==> src/rtl/dmem_arb_pkg.sv <==
// ============================================================================
// Module : dmem_arb_pkg
// Brief  : Shared FSM encoding, requester ids and default widths for dmem_arbiter.
// Rev    : 1.0  initial release
// ============================================================================
`default_nettype none

package dmem_arb_pkg;

    localparam int DEF_AW     = 8;
    localparam int DEF_DW     = 8;
    localparam int DEF_STAT_W = 16;

    typedef enum logic [1:0] {
        IDLE   = 2'b00,
        ACCESS = 2'b01,
        RESP   = 2'b10
    } state_t;

    localparam logic REQ_CORE = 1'b0;
    localparam logic REQ_LOAD = 1'b1;

endpackage

`default_nettype wire

==> src/rtl/dmem_arbiter_if.sv <==
// ============================================================================
// Module : dmem_arbiter_if
// Brief  : Requester, memory and status signals of the data-memory arbiter.
// Rev    : 1.0  initial release
// ============================================================================
`default_nettype none

interface dmem_arbiter_if
    import dmem_arb_pkg::*;
#(
    parameter int AW     = DEF_AW,
    parameter int DW     = DEF_DW,
    parameter int STAT_W = DEF_STAT_W
);
    logic              req0;
    logic              req1;
    logic              we0;
    logic              we1;
    logic [AW-1:0]     addr0;
    logic [AW-1:0]     addr1;
    logic [DW-1:0]     wdata0;
    logic [DW-1:0]     wdata1;
    logic              ack0;
    logic              ack1;
    logic [DW-1:0]     rdata;
    logic [AW-1:0]     mem_a;
    logic [DW-1:0]     mem_wd;
    logic              mem_we;
    logic [DW-1:0]     mem_rd;
    logic              busy;
    logic [STAT_W-1:0] gcnt0;
    logic [STAT_W-1:0] gcnt1;

    modport slave (
        input  req0, req1, we0, we1, addr0, addr1, wdata0, wdata1, mem_rd,
        output ack0, ack1, rdata, mem_a, mem_wd, mem_we, busy, gcnt0, gcnt1
    );

    modport master (
        output req0, req1, we0, we1, addr0, addr1, wdata0, wdata1, mem_rd,
        input  ack0, ack1, rdata, mem_a, mem_wd, mem_we, busy, gcnt0, gcnt1
    );

endinterface

`default_nettype wire

==> src/rtl/dmem_rr_pick.sv <==
// ============================================================================
// Module : dmem_rr_pick
// Brief  : Combinational two-way round-robin picker; prio names the favoured side.
// Rev    : 1.0  initial release
// ============================================================================
`default_nettype none

module dmem_rr_pick
    import dmem_arb_pkg::*;
(
    input  wire  req0_i,
    input  wire  req1_i,
    input  wire  prio_i,
    output logic valid_o,
    output logic winner_o
);

    always_comb begin
        valid_o = req0_i | req1_i;
        if (req0_i && req1_i) begin
            winner_o = prio_i;
        end else begin
            winner_o = req1_i ? REQ_LOAD : REQ_CORE;
        end
    end

endmodule

`default_nettype wire

==> src/rtl/dmem_arbiter.sv <==
// ============================================================================
// Module : dmem_arbiter
// Brief  : Round-robin two-requester sequencer for a 2^AW x DW data memory.
//          Optional grant counters enabled by macro DMEM_ARB_STATS_EN.
// Rev    : 1.0  initial release
// ============================================================================
`default_nettype none

module dmem_arbiter
    import dmem_arb_pkg::*;
#(
    parameter int AW     = DEF_AW,
    parameter int DW     = DEF_DW,
    parameter int STAT_W = DEF_STAT_W
) (
    input wire            clk,
    input wire            rst,
    dmem_arbiter_if.slave bus
);

    state_t        state_q;
    logic          prio_q;
    logic          winner_q;
    logic          ack0_q;
    logic          ack1_q;
    logic          busy_q;
    logic          mem_we_q;
    logic [AW-1:0] mem_a_q;
    logic [DW-1:0] mem_wd_q;
    logic [DW-1:0] rdata_q;

    logic          pick_valid;
    logic          pick_winner;
    logic          mem_we_d;
    logic [AW-1:0] mem_a_d;
    logic [DW-1:0] mem_wd_d;

    dmem_rr_pick u_pick (
        .req0_i   (bus.req0),
        .req1_i   (bus.req1),
        .prio_i   (prio_q),
        .valid_o  (pick_valid),
        .winner_o (pick_winner)
    );

    always_comb begin
        mem_we_d = bus.we0;
        mem_a_d  = bus.addr0;
        mem_wd_d = bus.wdata0;
        if (pick_winner == REQ_LOAD) begin
            mem_we_d = bus.we1;
            mem_a_d  = bus.addr1;
            mem_wd_d = bus.wdata1;
        end
    end

    // Async reset clears mem_we at once, so an in-flight write never commits.
    always_ff @(posedge clk or posedge rst) begin
        if (rst) begin
            state_q  <= IDLE;
            prio_q   <= REQ_CORE;
            winner_q <= REQ_CORE;
            ack0_q   <= 1'b0;
            ack1_q   <= 1'b0;
            busy_q   <= 1'b0;
            mem_we_q <= 1'b0;
            mem_a_q  <= '0;
            mem_wd_q <= '0;
            rdata_q  <= '0;
        end else begin
            case (state_q)
                IDLE: begin
                    mem_we_q <= 1'b0;
                    if (pick_valid) begin
                        mem_we_q <= mem_we_d;
                        mem_a_q  <= mem_a_d;
                        mem_wd_q <= mem_wd_d;
                        winner_q <= pick_winner;
                        prio_q   <= ~pick_winner;
                        busy_q   <= 1'b1;
                        state_q  <= ACCESS;
                    end
                end
                ACCESS: begin
                    if (!mem_we_q) begin
                        rdata_q <= bus.mem_rd;
                    end
                    mem_we_q <= 1'b0;
                    ack0_q   <= (winner_q == REQ_CORE);
                    ack1_q   <= (winner_q == REQ_LOAD);
                    state_q  <= RESP;
                end
                RESP: begin
                    ack0_q  <= 1'b0;
                    ack1_q  <= 1'b0;
                    busy_q  <= 1'b0;
                    state_q <= IDLE;
                end
                default: begin
                    state_q <= IDLE;
                end
            endcase
        end
    end

    assign bus.ack0   = ack0_q;
    assign bus.ack1   = ack1_q;
    assign bus.rdata  = rdata_q;
    assign bus.mem_a  = mem_a_q;
    assign bus.mem_wd = mem_wd_q;
    assign bus.mem_we = mem_we_q;
    assign bus.busy   = busy_q;

`ifdef DMEM_ARB_STATS_EN
    logic [STAT_W-1:0] gcnt0_q;
    logic [STAT_W-1:0] gcnt1_q;
    logic              grant_w;

    assign grant_w = (state_q == IDLE) && pick_valid;

    always_ff @(posedge clk or posedge rst) begin
        if (rst) begin
            gcnt0_q <= '0;
            gcnt1_q <= '0;
        end else if (grant_w) begin
            if (pick_winner == REQ_CORE && gcnt0_q != '1) begin
                gcnt0_q <= gcnt0_q + STAT_W'(1);
            end
            if (pick_winner == REQ_LOAD && gcnt1_q != '1) begin
                gcnt1_q <= gcnt1_q + STAT_W'(1);
            end
        end
    end

    assign bus.gcnt0 = gcnt0_q;
    assign bus.gcnt1 = gcnt1_q;
`else
    assign bus.gcnt0 = '0;
    assign bus.gcnt1 = '0;
`endif

endmodule

`default_nettype wire

==> src/flat_wrapper.sv <==
// flat-port wrapper written by rule: the top's interface ports become plain ports
module dmem_arbiter_flat import dmem_arb_pkg::*;
#(
    parameter int AW     = DEF_AW,
    parameter int DW     = DEF_DW,
    parameter int STAT_W = DEF_STAT_W
)
  (clk, rst, bus_req0, bus_req1, bus_we0, bus_we1, bus_addr0, bus_addr1, bus_wdata0, bus_wdata1, bus_mem_rd, bus_ack0, bus_ack1, bus_rdata, bus_mem_a, bus_mem_wd, bus_mem_we, bus_busy, bus_gcnt0, bus_gcnt1);
  dmem_arbiter_if #(.AW(AW), .DW(DW), .STAT_W(STAT_W)) bus_i ();
  input wire clk;
  input wire rst;
  input wire logic [$bits(bus_i.req0)-1:0] bus_req0;
  input wire logic [$bits(bus_i.req1)-1:0] bus_req1;
  input wire logic [$bits(bus_i.we0)-1:0] bus_we0;
  input wire logic [$bits(bus_i.we1)-1:0] bus_we1;
  input wire logic [$bits(bus_i.addr0)-1:0] bus_addr0;
  input wire logic [$bits(bus_i.addr1)-1:0] bus_addr1;
  input wire logic [$bits(bus_i.wdata0)-1:0] bus_wdata0;
  input wire logic [$bits(bus_i.wdata1)-1:0] bus_wdata1;
  input wire logic [$bits(bus_i.mem_rd)-1:0] bus_mem_rd;
  output wire logic [$bits(bus_i.ack0)-1:0] bus_ack0;
  output wire logic [$bits(bus_i.ack1)-1:0] bus_ack1;
  output wire logic [$bits(bus_i.rdata)-1:0] bus_rdata;
  output wire logic [$bits(bus_i.mem_a)-1:0] bus_mem_a;
  output wire logic [$bits(bus_i.mem_wd)-1:0] bus_mem_wd;
  output wire logic [$bits(bus_i.mem_we)-1:0] bus_mem_we;
  output wire logic [$bits(bus_i.busy)-1:0] bus_busy;
  output wire logic [$bits(bus_i.gcnt0)-1:0] bus_gcnt0;
  output wire logic [$bits(bus_i.gcnt1)-1:0] bus_gcnt1;
  assign bus_i.req0 = bus_req0;
  assign bus_i.req1 = bus_req1;
  assign bus_i.we0 = bus_we0;
  assign bus_i.we1 = bus_we1;
  assign bus_i.addr0 = bus_addr0;
  assign bus_i.addr1 = bus_addr1;
  assign bus_i.wdata0 = bus_wdata0;
  assign bus_i.wdata1 = bus_wdata1;
  assign bus_i.mem_rd = bus_mem_rd;
  assign bus_ack0 = bus_i.ack0;
  assign bus_ack1 = bus_i.ack1;
  assign bus_rdata = bus_i.rdata;
  assign bus_mem_a = bus_i.mem_a;
  assign bus_mem_wd = bus_i.mem_wd;
  assign bus_mem_we = bus_i.mem_we;
  assign bus_busy = bus_i.busy;
  assign bus_gcnt0 = bus_i.gcnt0;
  assign bus_gcnt1 = bus_i.gcnt1;
  dmem_arbiter #(.AW(AW), .DW(DW), .STAT_W(STAT_W)) u_core (.clk(clk), .rst(rst), .bus(bus_i));
endmodule
==> config.mk <==
export PLATFORM = sky130hd
export DESIGN_NAME = dmem_arbiter_flat
export DESIGN_NICKNAME = d
export VERILOG_FILES = /design/src/rtl/dmem_arb_pkg.sv /design/src/rtl/dmem_arbiter_if.sv /design/src/rtl/dmem_rr_pick.sv /design/src/rtl/dmem_arbiter.sv /design/src/flat_wrapper.sv
export SDC_FILE = /design/constraint.sdc
export NUM_CORES = 1
export LEC_CHECK = 0
export ABC_AREA = 1
export BUFFER_PORTS_ARGS = -buffer_cell sky130_fd_sc_hd__buf_2
export CORE_MARGIN = 2
export CORE_UTILIZATION = 45
export DETAILED_ROUTE_END_ITERATION = 10
export GPL_TIMING_DRIVEN = 0
export PLACE_DENSITY = 0.86
export SETUP_SLACK_MARGIN = 0.02
export SLEW_MARGIN = 15
export SYNTH_ARGS = -nofsm -noshare
export SYNTH_HDL_FRONTEND = slang
export SYNTH_SLANG_ARGS = --single-unit
==> constraint.sdc <==
create_clock -name clk -period 3.8 [get_ports clk]
set_input_delay 0.38 -clock clk [delete_from_list [all_inputs] [get_ports clk]]
set_output_delay 0.38 -clock clk [all_outputs]
set_load 0.02 [all_outputs]
==> run summary <==
Clock Skews: 0.00429 ns
Final setup TNS: 0 ns
Detailed Routing Iterations Pass 1: 4
I/O Buffers: 72
Die ar.: 4600 um2
Worst-Margin Slew: 0.666 ns
Worst IR Drop VDD: 0.365 mV
Final Slew Violations: 0
Vias in the first global route: 1404
RR Startpoint: u_core.state_q[0]
Synth Area in Simple Gates: 24.6%
TritonCTS sink count: 32
Final min period: 1.56 ns
Largest family of logic cells by synthesized area: simple AND/OR/NAND/NOR gates
Worst reg-to-reg setup slack: 2.24 ns
Worst r2r path cells: 9
Site row count: 23
Slew HR: 55.5%
TritonCTS Buffers: 5
Iter 0 DRT Violations: 89
Met2 Use GR: 31.1%
Met3 Resource Use GR: 6.09%
Synth-to-layout area growth: 34.3%
Vias per cell: 4.54
Met1 Use GR: 18.7%
CORE AREA: 3970 um2
Final hold viol count: 0
CP Data Arrival Time: 1.72 ns
Synth cell types: 23
Reg2Reg Capture Point: u_core.bus.mem_a[1]
Die X: 67.8 um
Final ANT Viol Nets: 0
GRT overflow: 0
Routed wire length: 3980 um
Critical Path Fanout Max: 10
I/O pin cnt: 106
Buffer depth of the longest clock path: 2
Diode count: 0
Mapped Cells: 205
Hpwl dp: 3030 um
Post-Place Cell Area: 2370 um2
#FFs+latches synth: 32
Avg Cell Area, Syn: 8.95 um2
Initial core utilization: 46.2%
CTS tree: done
Worst skew pair latency: 0.28 ns
Min-Delay Path Class: input port to async pin
Xor-xnor portion of the synthesized cell area: 0%
Largest net degree at the start of global routing: 33
Count of hold-fix buffers inserted at cts: 0
Clock-pin transition on the worst setup and hold timing paths: 0.07 ns
Final setup vio count: 0
Seq/Total Area, Yosys: 43.7%
Maxcap violations: 0
Worst EP required: 3.96 ns
Critical path startpoint category: flip-flop
Crit Path Class: flip-flop to flip-flop
Status: finished clean
Crit path capture type: flip-flop
Chip height: 67.8 um
PwrDens: 751 nW/um2
Area fraction in compound gates after synthesis: 5.73%
Final period utilization: 41.1%
Post-CTS sizing: 0
Critical path origin: u_core.state_q[0]
Mux share of post-synthesis cell area: 0.614%
Gr busiest metal: met2
Post-CTS Setup Inserts: 0
DRC Markers: 0
Layout cells sized above 1: 42.7%
DR vias: 1662
F_max: 0.640 GHz
Global-route wire length before repair: 5890 um
WL/cell: 10.9 um
GP Congestion: 0.782
Post-synthesis adder-cell area fraction: 3.41%
Reported leakage power: 1.40 nW
Unrepaired setup endpoints after global routing: false
Root Buffer: clkbuf_8
H-tree Lvls: 2
GRT Total Usage: 17.2%
Final nets: 366
Antenna violations before repair: 0
Final instance area: 2460 um2
Layout Utilization: 62.0%
Yosys warns: 0
Syn Std Cell Area: 1830 um2
-- where the power goes --
part	switching (W)	internal, W	total, W	leakage, nW
combinational	0.000621	0.000370	0.000991	0.968
sequential	0.0000812	0.000511	0.000592	0.391
clock	0.000120	0.000148	0.000267	0.0455
-- worst max-delay path, stage by stage (launching register included) --
cell and delay, ns:
dfrtp_1 0.40, inv_1 0.12, ha_1 0.16, buf_4 0.16, inv_2 0.07, nor2_4 0.12, inv_2 0.09, buf_4 0.18
nand2_1 0.07, nand3_1 0.08
-- metrics by stage --
stage,total power (W),hold slack [ns],setup WS (ns),instances
after floorplan,0.00131,0.475,2.40,236
after global placement,0.00157,0.462,2.27,358
after detailed placement,0.00159,0.471,2.23,358
after CTS,0.00187,0.217,2.22,366
after global routing,0.00200,0.248,2.05,366
final,0.00185,0.193,2.24,366
-- registers in the layout (all words and copies together), names as in the netlist --
name / cells
u_core.state_q: 2
u_core.bus.mem_a: 8
u_core.bus.mem_we: 1
u_core.bus.busy: 1
u_core.prio_q: 1
u_core.bus.mem_wd: 8
u_core.winner_q: 1
u_core.bus.rdata: 8
u_core.bus.ack1: 1
u_core.bus.ack0: 1
-- cells in the mapped netlist, drive strengths merged --
cell type	instances	area (um2)
buf	39	315
clkbuf	4	16.3
conb	1	3.75
dfrtp	32	801
ha	5	62.6
inv	18	67.6
mux2	1	11.3
nand2	35	136
nand3	34	170
nand3b	1	7.51
nand4	16	100
nor2	3	26.3
nor3	1	5.00
o21ai	13	98.9
o22ai	1	6.26
or2	1	6.26
-- cell families (layout without fill, tap and decap cells) --
group,after synthesis,count (layout)
adders and majority gates,5,5
muxes,1,1
DFF,32,32
and+or+nand+nor,91,91
other,1,32
buffers and inverters,61,141
AOI/OAI and AO/OA,14,14
-- how the worst max path moves through the flow --
| stage | end | cells past startpoint |
|---|---|---|
| floorplan | u_core.bus.mem_a[0] | 9 |
| global placement | u_core.bus.mem_a[7] | 2 |
| detailed placement | u_core.bus.mem_wd[0] | 9 |
| CTS | u_core.bus.mem_wd[0] | 9 |
| global route | u_core.bus.mem_a[1] | 9 |
| finish | u_core.bus.mem_a[1] | 9 |
-- layer usage --
metal | wire length, um | share of wire (%)
met1 | 1540 | 39
met2 | 1960 | 49
met4 | 26 | 0.65
met3 | 449 | 11
met5 | 0 | 0
-- layout make-up --
type                    instances  area (um2)
clock buffers                   8        90.1
fillers                       360        1510
flip-flops and latches         32         801
inverters                      18        67.6
plain buffers                  43         332
well taps                      50        62.6
multi-input cells             143         751
repair buffers                 72         360
-- cell usage in the layout, fill, tap and decap left out --
master	n
ha_1	5
buf_4	34
buf_8	1
inv_2	3
nand2_1	33
nand3_1	34
buf_2	72
conb_1	32
nand4_1	16
nor2_4	2
mux2_2	1
clkbuf_8	6
dfrtp_1	32
nand3b_1	1
nor2_1	1
nor3_1	1
buf_6	4
o21ai_2	9
nand2_2	2
clkbuf_1	5
o22ai_1	1
inv_1	15
clkbuf_2	1
o21ai_0	4
or2_1	1
(Power assumes the default switching activity.)
